===== src/rtl/microstate_sequencer_pkg.sv =====
// ---------------------------------------------------------------------------
// microstate_sequencer_pkg
// Shared control-unit definitions for the microstate sequencer and its
// condition decoder.
//   - Next_State_Address_Select encodings (SEL_*)
//   - microinstruction condition field encodings (COND_*)
//   - well-known microstate addresses (RESET_STATE, FETCH_STATE)
//   - sequencer FSM state type
// ---------------------------------------------------------------------------
package microstate_sequencer_pkg;

    // Next-state address multiplexer select encodings
    localparam logic [1:0] SEL_ENCODER = 2'b00;
    localparam logic [1:0] SEL_FETCH   = 2'b01;
    localparam logic [1:0] SEL_CR      = 2'b10;
    localparam logic [1:0] SEL_INC     = 2'b11;

    // Microinstruction condition field encodings
    localparam logic [2:0] COND_ENCODER = 3'b000;
    localparam logic [2:0] COND_FETCH   = 3'b001;
    localparam logic [2:0] COND_JUMP    = 3'b010;
    localparam logic [2:0] COND_INC     = 3'b011;
    localparam logic [2:0] COND_MOC     = 3'b100;
    localparam logic [2:0] COND_FLAG    = 3'b101;
    localparam logic [2:0] COND_TRAP    = 3'b110;
    localparam logic [2:0] COND_RSVD    = 3'b111;

    // Well-known microstates
    localparam logic [8:0] RESET_STATE = 9'd0;
    localparam logic [8:0] FETCH_STATE = 9'd1;

    // Sequencer FSM states
    typedef enum logic [1:0] {
        SEQ_RESET = 2'b00,
        SEQ_RUN   = 2'b01,
        SEQ_HALT  = 2'b10
    } seq_state_t;

endpackage


===== src/rtl/microstate_sequencer_decoder.sv =====
// ---------------------------------------------------------------------------
// microstate_condition_decoder
// Purely combinational decode of the microinstruction condition field into
// the next-state address select. Tested conditions (MOC, flag, trap) are
// XORed with the invert bit; the unconditional encodings ignore it.
// Ports:
//   i_cond         condition field of the current microinstruction
//   i_inv          condition invert bit
//   i_moc          memory operation complete
//   i_condFlag     branch condition flag
//   i_trapPending  pending trap request
//   o_sel          decoded Next_State_Address_Select
// ---------------------------------------------------------------------------
module microstate_condition_decoder
    import microstate_sequencer_pkg::*;
(
    input  logic [2:0] i_cond,
    input  logic       i_inv,
    input  logic       i_moc,
    input  logic       i_condFlag,
    input  logic       i_trapPending,
    output logic [1:0] o_sel
);

    // A failing MOC test selects the control register so the word can loop
    // on itself while memory is busy; success falls through to increment.
    always_comb begin
        o_sel = SEL_FETCH;
        case (i_cond)
            COND_ENCODER: o_sel = SEL_ENCODER;
            COND_FETCH:   o_sel = SEL_FETCH;
            COND_JUMP:    o_sel = SEL_CR;
            COND_INC:     o_sel = SEL_INC;
            COND_MOC:     o_sel = (i_moc ^ i_inv) ? SEL_INC : SEL_CR;
            COND_FLAG:    o_sel = (i_condFlag ^ i_inv) ? SEL_CR : SEL_INC;
            COND_TRAP:    o_sel = (i_trapPending ^ i_inv) ? SEL_CR : SEL_INC;
            default:      o_sel = SEL_FETCH;
        endcase
    end

endmodule


===== src/rtl/microstate_sequencer.sv =====
// ---------------------------------------------------------------------------
// microstate_sequencer
// Sequencing side of the control unit: holds the current microstate
// (Microstore address) and its registered +1, decodes the next-state
// address select and jump target, and registers the address the next-state
// multiplexer returns. Adds reset sequencing, halt/resume, external hold and
// an optional memory-wait timeout.
//
// Optional feature macro: SEQ_MOC_TIMEOUT_EN
//   defined   -> a failing MOC wait lasting MOC_TIMEOUT cycles forces a jump
//                to TRAP_VECTOR and pulses Moc_Timeout
//   undefined -> waits are unbounded, Moc_Timeout is tied low
//
// Ports:
//   Clock, Reset_N                 clock (rising) / async active-low reset
//   Next_State_Address             address returned by the next-state mux
//   Cond, Inv, Halt, CR_Field      current microinstruction fields
//   MOC, Condition_Flag,
//   Trap_Pending                   tested status inputs
//   Hold                           external stall
//   Resume                         one-cycle pulse releasing HALT
//   Microstore_Address             current microstate
//   Incrementer_Register_Address   registered current microstate + 1
//   Control_Register_Address       jump target to the next-state mux
//   Next_State_Address_Select      00 encoder/01 fetch/10 CR/11 incrementer
//   Halted                         high while in HALT
//   Moc_Timeout                    one-cycle timeout pulse
// ---------------------------------------------------------------------------
module microstate_sequencer
    import microstate_sequencer_pkg::*;
#(
    parameter int         MOC_TIMEOUT = 64,
    parameter logic [8:0] TRAP_VECTOR = 9'd8
)
(
    input  logic       Clock,
    input  logic       Reset_N,
    input  logic [8:0] Next_State_Address,
    input  logic [2:0] Cond,
    input  logic       Inv,
    input  logic       Halt,
    input  logic [8:0] CR_Field,
    input  logic       MOC,
    input  logic       Condition_Flag,
    input  logic       Trap_Pending,
    input  logic       Hold,
    input  logic       Resume,
    output logic [8:0] Microstore_Address,
    output logic [8:0] Incrementer_Register_Address,
    output logic [8:0] Control_Register_Address,
    output logic [1:0] Next_State_Address_Select,
    output logic       Halted,
    output logic       Moc_Timeout
);

    seq_state_t r_state;
    logic [8:0] r_msAddr;
    logic [8:0] r_incAddr;
    logic       r_halted;
    logic [1:0] w_decSel;
    logic [1:0] w_sel;
    logic       w_timeout;

    microstate_condition_decoder u_decoder (
        .i_cond        (Cond),
        .i_inv         (Inv),
        .i_moc         (MOC),
        .i_condFlag    (Condition_Flag),
        .i_trapPending (Trap_Pending),
        .o_sel         (w_decSel)
    );

`ifdef SEQ_MOC_TIMEOUT_EN
    localparam int         CNT_W    = (MOC_TIMEOUT > 1) ? $clog2(MOC_TIMEOUT) : 1;
    localparam logic [CNT_W-1:0] CNT_LAST = CNT_W'(MOC_TIMEOUT - 1);

    logic [CNT_W-1:0] r_mocCount;
    logic             w_waitCond;

    assign w_waitCond = (Cond == COND_MOC) && !(MOC ^ Inv);
    assign w_timeout  = (r_state == SEQ_RUN) && w_waitCond && (r_mocCount == CNT_LAST);

    // Counts consecutive failing MOC waits; the timeout edge itself clears
    // the count so the trap handler starts with a fresh budget.
    always_ff @(posedge Clock or negedge Reset_N) begin
        if (!Reset_N) begin
            r_mocCount <= '0;
        end else if (!Hold) begin
            if ((r_state == SEQ_RUN) && w_waitCond && !w_timeout) begin
                r_mocCount <= r_mocCount + 1'b1;
            end else begin
                r_mocCount <= '0;
            end
        end
    end
`else
    logic w_unusedMocTimeout;

    assign w_unusedMocTimeout = (MOC_TIMEOUT != 0);
    assign w_timeout          = 1'b0;
`endif

    // Outside RUN the multiplexer is pointed at the fetch state so that both
    // reset exit and resume land on FETCH_STATE.
    always_comb begin
        w_sel = SEL_FETCH;
        if (r_state == SEQ_RUN) begin
            w_sel = w_timeout ? SEL_CR : w_decSel;
        end
    end

    // Sequencer FSM plus the address registers it owns. Hold freezes
    // everything except the HALT exit, which honours Resume regardless.
    always_ff @(posedge Clock or negedge Reset_N) begin
        if (!Reset_N) begin
            r_state   <= SEQ_RESET;
            r_msAddr  <= RESET_STATE;
            r_incAddr <= RESET_STATE + 9'd1;
            r_halted  <= 1'b0;
        end else begin
            case (r_state)
                SEQ_RESET: begin
                    if (!Hold) begin
                        r_msAddr  <= Next_State_Address;
                        r_incAddr <= Next_State_Address + 9'd1;
                        r_state   <= SEQ_RUN;
                    end
                end
                SEQ_RUN: begin
                    if (!Hold) begin
                        if (Halt) begin
                            r_state  <= SEQ_HALT;
                            r_halted <= 1'b1;
                        end else begin
                            r_msAddr  <= Next_State_Address;
                            r_incAddr <= Next_State_Address + 9'd1;
                        end
                    end
                end
                SEQ_HALT: begin
                    if (Resume) begin
                        r_msAddr  <= Next_State_Address;
                        r_incAddr <= Next_State_Address + 9'd1;
                        r_state   <= SEQ_RUN;
                        r_halted  <= 1'b0;
                    end
                end
                default: begin
                    r_state  <= SEQ_RESET;
                    r_halted <= 1'b0;
                end
            endcase
        end
    end

    assign Microstore_Address           = r_msAddr;
    assign Incrementer_Register_Address = r_incAddr;
    assign Control_Register_Address     = w_timeout ? TRAP_VECTOR : CR_Field;
    assign Next_State_Address_Select    = w_sel;
    assign Halted                       = r_halted;
    assign Moc_Timeout                  = w_timeout;

endmodule


===== config.mk =====
export PLATFORM = sky130hd
export DESIGN_NAME = microstate_sequencer
export DESIGN_NICKNAME = d
export VERILOG_FILES = /design/src/rtl/microstate_sequencer_pkg.sv /design/src/rtl/microstate_sequencer_decoder.sv /design/src/rtl/microstate_sequencer.sv
export SDC_FILE = /design/constraint.sdc
export NUM_CORES = 1
export LEC_CHECK = 0
export BUFFER_PORTS_ARGS = -buffer_cell sky130_fd_sc_hd__clkbuf_2
export CAP_MARGIN = 25
export CORE_MARGIN = 3
export CORE_UTILIZATION = 39
export DETAILED_ROUTE_END_ITERATION = 7
export HOLD_SLACK_MARGIN = 0.06
export PLACE_DENSITY = 0.85
export REMOVE_ABC_BUFFERS = 1
export SLEW_MARGIN = 25
export SYNTH_ARGS = -nofsm -noshare
export SYNTH_HDL_FRONTEND = slang
export SYNTH_SLANG_ARGS = --single-unit

===== constraint.sdc =====
create_clock -name Clock -period 1.6 [get_ports Clock]
set_clock_uncertainty 0.1 [all_clocks]
set_input_delay 0.24 -clock Clock [delete_from_list [all_inputs] [get_ports Clock]]
set_output_delay 0.24 -clock Clock [all_outputs]
set_load 0.01 [all_outputs]

==> results.ini, run 1 <==
[synth]
syn_area_um2 = 1120
ys.flop_type = dfrtp_1
async_reset_ff_frac = 1.00
synth_area_leader_cell = dfrtp_1
syn_avg_cell_area_um2 = 10.6
yosysWarnings = 0
synthDistinctLibCells = 27
yosysMostFrequentCell = dfrtp_1
synthTopCellsByCount = 20 x dfrtp_1, 15 x nor2_1, 11 x a21oi_1
synthTopCellsByArea = dfrtp_1 45%, buf_4 6.7%, mux2_2 6.0%, mux2_1 5.0%, nor2_1 5.0%
synth_top_area_frac = 0.447
yosysSeqAreaShare = 0.471
synth_edf_count = 0
syn_inst = 106
ys_ff_latch = 21

[clock_tree]
h-tree-depth = 1
cts_tree = yes
clk_latency_ns = 0.29
ctsRootBufferMaster = clkbuf_4
clock-sinks = 21
cts_buffers = 3
path_clk_slew_ns = 0.11
clk_path_buf_depth = 2

[die]
core_um2 = 2590
die-area_um2 = 3550
initial_core_util = 0.432
rows = 18
io_pins = 61
die_y_um = 59.6
fp.dieW_um = 59.6

[timing]
fin_crit_ns = 1.72
slew_violations = 0
finalHoldViolCount = 0
worst_slew_pin_slew_ns = 0.504
setup_violations = 11
slew_headroom = 0.664
finalWorstSetupSlack_ns = -0.117
rsz0062_at_grt = yes
min_period_over_period = 1.07
fmax_mhz = 582

[placed_design]
dp_slack_ns = -0.251
gp_congestion = 0.782
place_area_um2 = 1310
hpwlAfterDp_um = 1830
port_buffers = 41

[cells_and_area]
fill_cells = 225
multi_input_area_um2 = 489
regArea_um2 = 527
final_area_um2 = 1400
layout-drive-gt1-share = 0.427
fin_util = 0.542
n_antenna_cell = 0
area_growth_pct = 25.5
finalNetCount = 182

[route]
wl_per_cell_um = 13.0
wl_met2_um = 1230
drtIter0Drc = 20
postRouteAntennaNets = 0
vias_per_cell = 4.96
vias = 892
drc_errors = 0
wl_met1_um = 883
wl_met3_um = 227
maxUsedRoutingLayer = met3
routed_wl_um = 2340
drt_first_pass_iters = 4

[critical_path]
startpoint = r_state[1]$_DFFE_PN0P_
crit_type = flip-flop to primary output
r2r-start = r_state[1]$_DFFE_PN0P_
path_cells = buf_6 -> nand2b_4 -> a311o_1 -> clkbuf_2
endpoint_kind = primary output
cp_top_family = flip-flops
max_stage_delay_ns = 0.43
startpoint_type = flip-flop
crit_buf_inv = 2
crit_path_top_delay_cell = dfrtp_1
worstPathArrival_ns = 1.38
worst-path-max-fanout = 4
required_ns = 1.26

[min_path]
hp-start = Next_State_Address[8]
hold_class = input pin to flip-flop

[status]
outcome = finished with violations
violations = setup timing

[grt]
grt-ovfl-total = 0
antenna_found_initial = 0
grt.total_usage = 0.137
grt_pass1_wl_um = 3680
grt_max_degree = 22
first_global_vias = 894

[power_and_ir_drop]
peakVddDrop_mv = 0.812
power.density_nw_per_um2 = 1600
finalPower_mw = 2.24
p_leak_nw = 0.666

[run]
cap_violations = 0

## what timing repair did
item / in CTS / in global routing
endpoints found under the hold margin: 21 / 0
hold buffers: 2 / 0
buffers inserted: 2 / 1
cloned: 0 / 0
endpoints found under the setup margin: 20 / 16
resized for setup: 2 / 0
pin swaps: 1 / 0
## power breakdown
part / internal, mW / switching (mW) / leakage [nW] / total [mW]
Combinational: 0.542 / 0.518 / 0.411 / 1.06
Clock: 0.0970 / 0.149 / 0.0150 / 0.246
Sequential: 0.792 / 0.144 / 0.240 / 0.935
## worst paths after layout
check / slack (ns) / cells past startpoint / end
max: -0.12 / 4 / Next_State_Address_Select[0]
min: 0.1 / 2 / Microstore_Address[8]$_DFFE_PN0P_
max reg2reg: -0.06 / 4 / Microstore_Address[7]$_DFFE_PN0P_
min reg2reg: 0.40 / 1 / Microstore_Address[4]$_DFFE_PN0P_
max in group asynchronous: 0.70 / 2 / Incrementer_Register_Address[0]$_DFFE_PN1P_
min in group asynchronous: 0.34 / 2 / Incrementer_Register_Address[3]$_DFFE_PN0P_
## worst reg2reg max path, stage by stage (launching register included)
cell,delay (ns)
dfrtp_1,0.43
or3_1,0.42
o31ai_4,0.09
buf_12,0.18
mux2_2,0.34
## area by class of cell
| cell class | count | share of cell area |
|---|---|---|
| well taps | 30 | 0.0267 |
| repair buffers | 53 | 0.225 |
| multi-input cells | 70 | 0.348 |
| inverters | 2 | 0.00535 |
| flip-flops and latches | 21 | 0.375 |
| clock buffers | 4 | 0.0187 |
## cell usage in the layout (no fill, tap or decap), types with 2 or more instances in the layout
cell / count
a21oi_1: 11
dfrtp_1: 20
nand3_1: 4
xnor2_1: 5
nor2b_1: 3
clkbuf_4: 3
dlygate4sd3_1: 2
buf_4: 8
clkbuf_2: 41
mux2_1: 5
o21ai_0: 2
nor2_1: 15
xor2_1: 4
mux2_2: 6
inv_1: 2
nand2_1: 4
## logic make-up after synthesis
| kind of cell | after synthesis | share of synthesized area |
|---|---|---|
| AND/OR/NAND/NOR | 32 | 0.140 |
| flip-flops | 21 | 0.471 |
| AO/OA/AOI/OAI | 15 | 0.0861 |
| buffers and inverters | 15 | 0.0984 |
| multiplexers | 12 | 0.120 |
| XOR/XNOR | 9 | 0.0705 |
| adder cells (fa/ha/maj) | 1 | 0.0112 |
| other | 1 | 0.00335 |
## per-stage QoR
| stage | hold slack (ns) | cells | setup TNS [ns] |
|---|---|---|---|
| floorplan | -0.156 | 93 | -2.59 |
| global placement | 0.121 | 171 | -2.61 |
| detailed placement | 0.139 | 171 | -3.38 |
| CTS | 0.0927 | 179 | -0.730 |
| global route | 0.0940 | 180 | -1.57 |
| finish | 0.0985 | 180 | -0.600 |
## per-layer routing
metal	up-vias	GRT usage
li1	434	-
met4	0	0.0475
met2	47	0.243
met5	-	0
met3	0	0.0458
met1	411	0.151
## sequential cells by signal, indices dropped and copies added, names as in the netlist
signal and count:
Halted 1, Incrementer_Register_Address 9, Microstore_Address 9, r_state 2
No activity file was read; power rests on OpenSTA's default activity.
==> inputs of run 2 (changes only) <==
clock period = 1.4 ns   (was 1.6 ns; I/O delays follow)
==> run 2 against run 1 <==
The run still ends with setup timing left. Sequential share of layout area decreased by 2.6 points. Clock-buffer cell count is the same. Wire length increased by 13%. Cell area rose by 7.5%. Sequential cell count unchanged. Core utilization increased by 4.1 points. First-iteration DRC count fell by 15%. Critical path type unchanged. Largest power group unchanged. Highest routed layer is now met4.
==> results.ini, run 2 (synthesized netlist as in run 1, its figures left out) <==
[die]
die-area_um2 = 3550
io_pins = 61
die_y_um = 59.6
rows = 18
fp.dieW_um = 59.6
initial_core_util = 0.432
core_um2 = 2590

[route]
drc_errors = 0
postRouteAntennaNets = 0
wl_met1_um = 965
vias = 937
maxUsedRoutingLayer = met4
wl_per_cell_um = 14.1
wl_met2_um = 1370
vias_per_cell = 4.98
drt_first_pass_iters = 3
drtIter0Drc = 17
routed_wl_um = 2640
wl_met3_um = 250

[clock_tree]
cts_tree = yes
ctsRootBufferMaster = clkbuf_4
clock-sinks = 21
clk_path_buf_depth = 2
clk_latency_ns = 0.31
cts_buffers = 3
path_clk_slew_ns = 0.12
h-tree-depth = 1

[critical_path]
endpoint_kind = primary output
worst-path-max-fanout = 3
startpoint_type = flip-flop
required_ns = 1.09
worstPathArrival_ns = 1.42
crit_type = flip-flop to primary output

[timing]
finalWorstSetupSlack_ns = -0.329
fin_crit_ns = 1.73
min_period_over_period = 1.24
slew_violations = 0
finalHoldViolCount = 0
fmax_mhz = 578
setup_violations = 20
worst_slew_pin_slew_ns = 0.522
rsz0062_at_grt = yes
slew_headroom = 0.652

[grt]
grt_max_degree = 22
grt.total_usage = 0.161
grt_pass1_wl_um = 4290
first_global_vias = 1032
antenna_found_initial = 0
grt-ovfl-total = 0

[power_and_ir_drop]
p_clk_frac = 0.105
power.internal_mw = 1.79
p_sw_mw = 1.01
p_seq_frac = 0.386
p_leak_nw = 0.734
peakVddDrop_mv = 1.09
power.density_nw_per_um2 = 1860
combinationalPowerShare = 0.509
p_sw_frac = 0.360

[status]
violations = setup timing
outcome = finished with violations

[cells_and_area]
final_cells = 188
area_growth_pct = 34.9
layout-drive-gt1-share = 0.494
layout_commonest_cell = clkbuf_2
finalNetCount = 190
fill_cells = 246
n_antenna_cell = 0
fin_util = 0.583
final_cell_mix = 39 x clkbuf_2, 20 x dfrtp_1, 14 x nor2_1

[placed_design]
dp_cells = 176
gp_congestion = 0.834
port_buffers = 41
hpwlAfterDp_um = 2000

[min_path]
hold_class = input pin to flip-flop

[run]
cap_violations = 0

-- run 2: cell types whose count changed in the layout (fill, tap and decap cells not counted), sizes merged --
cell         before  now
dlygate4sd3       2    3
buf              10   19
clkbuf           45   43
-- run 2: timing repair --
| action | in CTS | in global routing |
|---|---|---|
| gates resized for setup | 6 | 11 |
| setup buffers | 6 | 0 |
| pin swaps | 3 | 3 |
| hold endpoints to repair | 22 | 0 |
| hold buffers | 3 | 0 |
| setup endpoints to repair | 20 | 21 |
-- run 2: path summary, 6_finish.rpt --
path	from	endpoint	slack, ns	cells past startpoint
min reg2reg	Incrementer_Register_Address[0]$_DFFE_PN1P_	Incrementer_Register_Address[0]$_DFFE_PN1P_	0.42	2
max reg2reg	r_state[1]$_DFFE_PN0P_	Microstore_Address[7]$_DFFE_PN0P_	-0.33	5
max	r_state[1]$_DFFE_PN0P_	Next_State_Address_Select[0]	-0.33	4
min in group asynchronous	Reset_N	Incrementer_Register_Address[5]$_DFFE_PN0P_	0.30	2
min	Next_State_Address[7]	Microstore_Address[7]$_DFFE_PN0P_	0.09	2
max in group asynchronous	Reset_N	Incrementer_Register_Address[0]$_DFFE_PN1P_	0.53	2
-- run 2: layout make-up --
class / instances / area [um2] / share of cell area
well taps: 30 / 37.5 / 0.0249
flip-flops and latches: 21 / 527 / 0.349
inverters: 2 / 7.51 / 0.00498
multi-input cells: 70 / 520 / 0.345
repair buffers: 61 / 390 / 0.259
clock buffers: 4 / 26.3 / 0.0174
-- run 2: per-stage QoR --
step	power [mW]	setup slack (ns)	instance area, um2	hold slack (ns)	TNS, ns
after floorplan	1.67	-0.460	1020	-0.186	-6.19
after global placement	2.19	-0.341	1350	0.0898	-5.47
after detailed placement	2.26	-0.411	1350	0.112	-6.72
after CTS	2.75	-0.363	1490	0.0785	-5.30
after global routing	3.01	-0.365	1510	0.0784	-6.15
final	2.80	-0.329	1510	0.0898	-5.18
-- run 2: critical path, cell delays in order, from the launching register on --
cell and delay, ns:
dfrtp_1 0.43, buf_6 0.13, nand2b_4 0.13, a311o_1 0.27
buf_2 0.14
-- run 2: power by group through the flow --
stage / Combinational [mW] / Sequential, mW / Clock [mW]
final: 1.43 / 1.08 / 0.293
after global routing: 1.56 / 1.12 / 0.328
after CTS: 1.36 / 1.08 / 0.305
after detailed placement: 1.16 / 1.10 / 0
after global placement: 1.12 / 1.07 / 0
after floorplan: 0.452 / 1.22 / 0
-- run 2: metal layers --
metal,vias to the layer above,GRT usage
met5,-,0
met4,0,0.0696
met3,5,0.0501
met2,52,0.296
met1,428,0.165
li1,452,-
==> inputs of run 3 (changes only) <==
CORE_UTILIZATION = 40   (was 39)
PLACE_DENSITY = 0.82   (was 0.85)
SYNTH_HIERARCHICAL = 1   (was default)
==> run 3 against run 2 <==
Hold slack worse by 0.030 ns. Worst setup slack better by 0.22 ns. Critical path depth is 1 lower. Synthesized area is 2.6% higher. Total power is 20% lower. Sequential cell count stayed put. Sequential share of layout area is 1.1 points higher. The flow still finishes with violations (setup timing). Global-route usage is 0.46 points higher. Combinational power is 32% lower.
==> results.ini, run 3 <==
[cells_and_area]
finalNetCount = 186
fill_cells = 217
final_area_um2 = 1460
final_cell_mix = 40 x clkbuf_2, 20 x dfrtp_1, 9 x mux2_2
fin_util = 0.565
final_cells = 184
layout-drive-gt1-share = 0.500
n_antenna_cell = 0
area_growth_pct = 27.5
regArea_um2 = 527
multi_input_area_um2 = 549
layout_commonest_cell = clkbuf_2

[power_and_ir_drop]
finalPower_mw = 2.25
power.density_nw_per_um2 = 1530
p_leak_nw = 0.686
peakVddDrop_mv = 1.05

[clock_tree]
clk_path_buf_depth = 2
path_clk_slew_ns = 0.12
clock-sinks = 21
cts_tree = yes
clk_latency_ns = 0.31
ctsRootBufferMaster = clkbuf_4
cts_buffers = 3
h-tree-depth = 1

[timing]
fmax_mhz = 664
setup_violations = 20
min_period_over_period = 1.08
setup_tns_ns = -1.26
rsz0062_at_grt = yes
worst_slew_pin_slew_ns = 0.514
slew_headroom = 0.657
slew_violations = 0
finalWorstSetupSlack_ns = -0.107
finalHoldViolCount = 0
fin_crit_ns = 1.51
whs_ns = 0.0598

[min_path]
hold_depth = 4
holdPathEnd = Halted$_DFFE_PN0P_
hold_class = input pin to flip-flop
hp-start = Resume

[synth]
synth_area_leader_cell = dfrtp_1
synthTopCellsByCount = 20 x dfrtp_1, 10 x buf_4, 9 x mux2_2
ys.flop_type = dfrtp_1
yosysSeqAreaShare = 0.459
synth_edf_count = 0
synth_top_area_frac = 0.436
syn_area_um2 = 1150
yosysMostFrequentCell = dfrtp_1
syn_avg_cell_area_um2 = 10.6
syn_inst = 108
ys_ff_latch = 21
async_reset_ff_frac = 1.00
synthTopCellsByArea = dfrtp_1 44%, mux2_2 8.8%, buf_4 6.5%, mux2_4 3.9%, xnor2_1 3.1%
yosysWarnings = 6
synthDistinctLibCells = 29

[grt]
antenna_found_initial = 0
grt-ovfl-total = 0
first_global_vias = 1034
grt_max_degree = 22
grt.total_usage = 0.166
grt_pass1_wl_um = 4430

[status]
outcome = finished with violations
violations = setup timing

[die]
fp.dieW_um = 59.6
io_pins = 61
die-area_um2 = 3550
die_y_um = 59.6
rows = 18
core_um2 = 2590
initial_core_util = 0.443

[placed_design]
dp_slack_ns = -0.126
place_area_um2 = 1350
gp_congestion = 0.739
port_buffers = 41
hpwlAfterDp_um = 2080
dp_cells = 175

[route]
vias = 993
postRouteAntennaNets = 0
routed_wl_um = 2700
vias_per_cell = 5.40
drc_errors = 0
drtIter0Drc = 25
drt_first_pass_iters = 4
wl_per_cell_um = 14.7

[critical_path]
endpoint_kind = flip-flop
r2r_cells = 3
startpoint_type = flip-flop
worst-path-max-fanout = 5
worstPathArrival_ns = 1.62
r2r_slack_ns = -0.11
crit_type = flip-flop to flip-flop
r2r_end = Incrementer_Register_Address[4]$_DFFE_PN0P_
r2r-start = r_state[1]$_DFFE_PN0P_
required_ns = 1.51

[run]
cap_violations = 0

run 3: cell count changes in the layout (fill, tap and decap cells not counted), sizes merged, moves of 3 or more:
cell	change
o21ai	+3
xor2	-4
nor3	+5
a21oi	-7
buf	-9
or3	+3
a31oi	+4
nor2	-10
nand2b	+3
nor2b	-4
run 3: final cells by class:
cell class              instances  share of cell area
flip-flops and latches         21               0.360
clock buffers                   3              0.0154
clock inverters                 1             0.00342
multi-input cells              73               0.376
repair buffers                 53               0.212
inverters                       3             0.00770
well taps                      30              0.0257
run 3: worst max-delay path by stage:
stage | start | to | slack (ns)
2_1_floorplan | r_state[0]$_DFFE_PN0P_ | Incrementer_Register_Address[1]$_DFFE_PN0P_ | -0.34
3_3_place_gp | r_state[0]$_DFFE_PN0P_ | Incrementer_Register_Address[1]$_DFFE_PN0P_ | -0.09
3_5_place_dp | r_state[0]$_DFFE_PN0P_ | Incrementer_Register_Address[3]$_DFFE_PN0P_ | -0.13
4_1_cts | r_state[1]$_DFFE_PN0P_ | Microstore_Address[7]$_DFFE_PN0P_ | -0.12
5_1_grt | r_state[1]$_DFFE_PN0P_ | Incrementer_Register_Address[4]$_DFFE_PN0P_ | -0.15
6_report | r_state[1]$_DFFE_PN0P_ | Incrementer_Register_Address[4]$_DFFE_PN0P_ | -0.11
run 3: logic make-up (layout without fill, tap and decap cells):
family | after synthesis | after routing | share of synthesized area
AND/OR/NAND/NOR | 38 | 39 | 0.190
adder cells (fa/ha/maj) | 1 | 1 | 0.0109
flip-flops | 21 | 21 | 0.459
XOR/XNOR | 4 | 4 | 0.0305
AO/OA/AOI/OAI | 16 | 16 | 0.0840
buffers and inverters | 15 | 60 | 0.0949
multiplexers | 12 | 12 | 0.128
other | 1 | 1 | 0.00327
run 3: report_power, final:
group | leakage (nW) | internal, mW | switching, mW | total [mW]
Sequential | 0.241 | 0.840 | 0.138 | 0.978
Clock | 0.0177 | 0.107 | 0.192 | 0.299
Combinational | 0.428 | 0.506 | 0.462 | 0.968
Total | 0.686 | 1.45 | 0.792 | 2.25
run 3: routing by layer:
layer / GRT usage / up-vias / routed length [um]
met1: 0.176 / 470 / 1090
met3: 0.0566 / 7 / 250
met4: 0.0759 / 0 / 61
met5: 0 / - / 0
met2: 0.292 / 50 / 1300
li1: - / 466 / -
run 3: timing repair:
| item | CTS | global route |
|---|---|---|
| buffers inserted | 3 | 0 |
| cloned | 0 | 1 |
| pin swaps | 1 | 3 |
| resized for setup | 3 | 7 |
| hold buffers | 3 | 0 |
| setup endpoints to repair | 20 | 20 |
| hold endpoints to repair | 22 | 0 |
run 3: worst max-delay path: stages, from the launching register on:
cell     delay, ns
dfrtp_1       0.45
and3b_2       0.28
or2_4         0.28
mux2_4        0.30
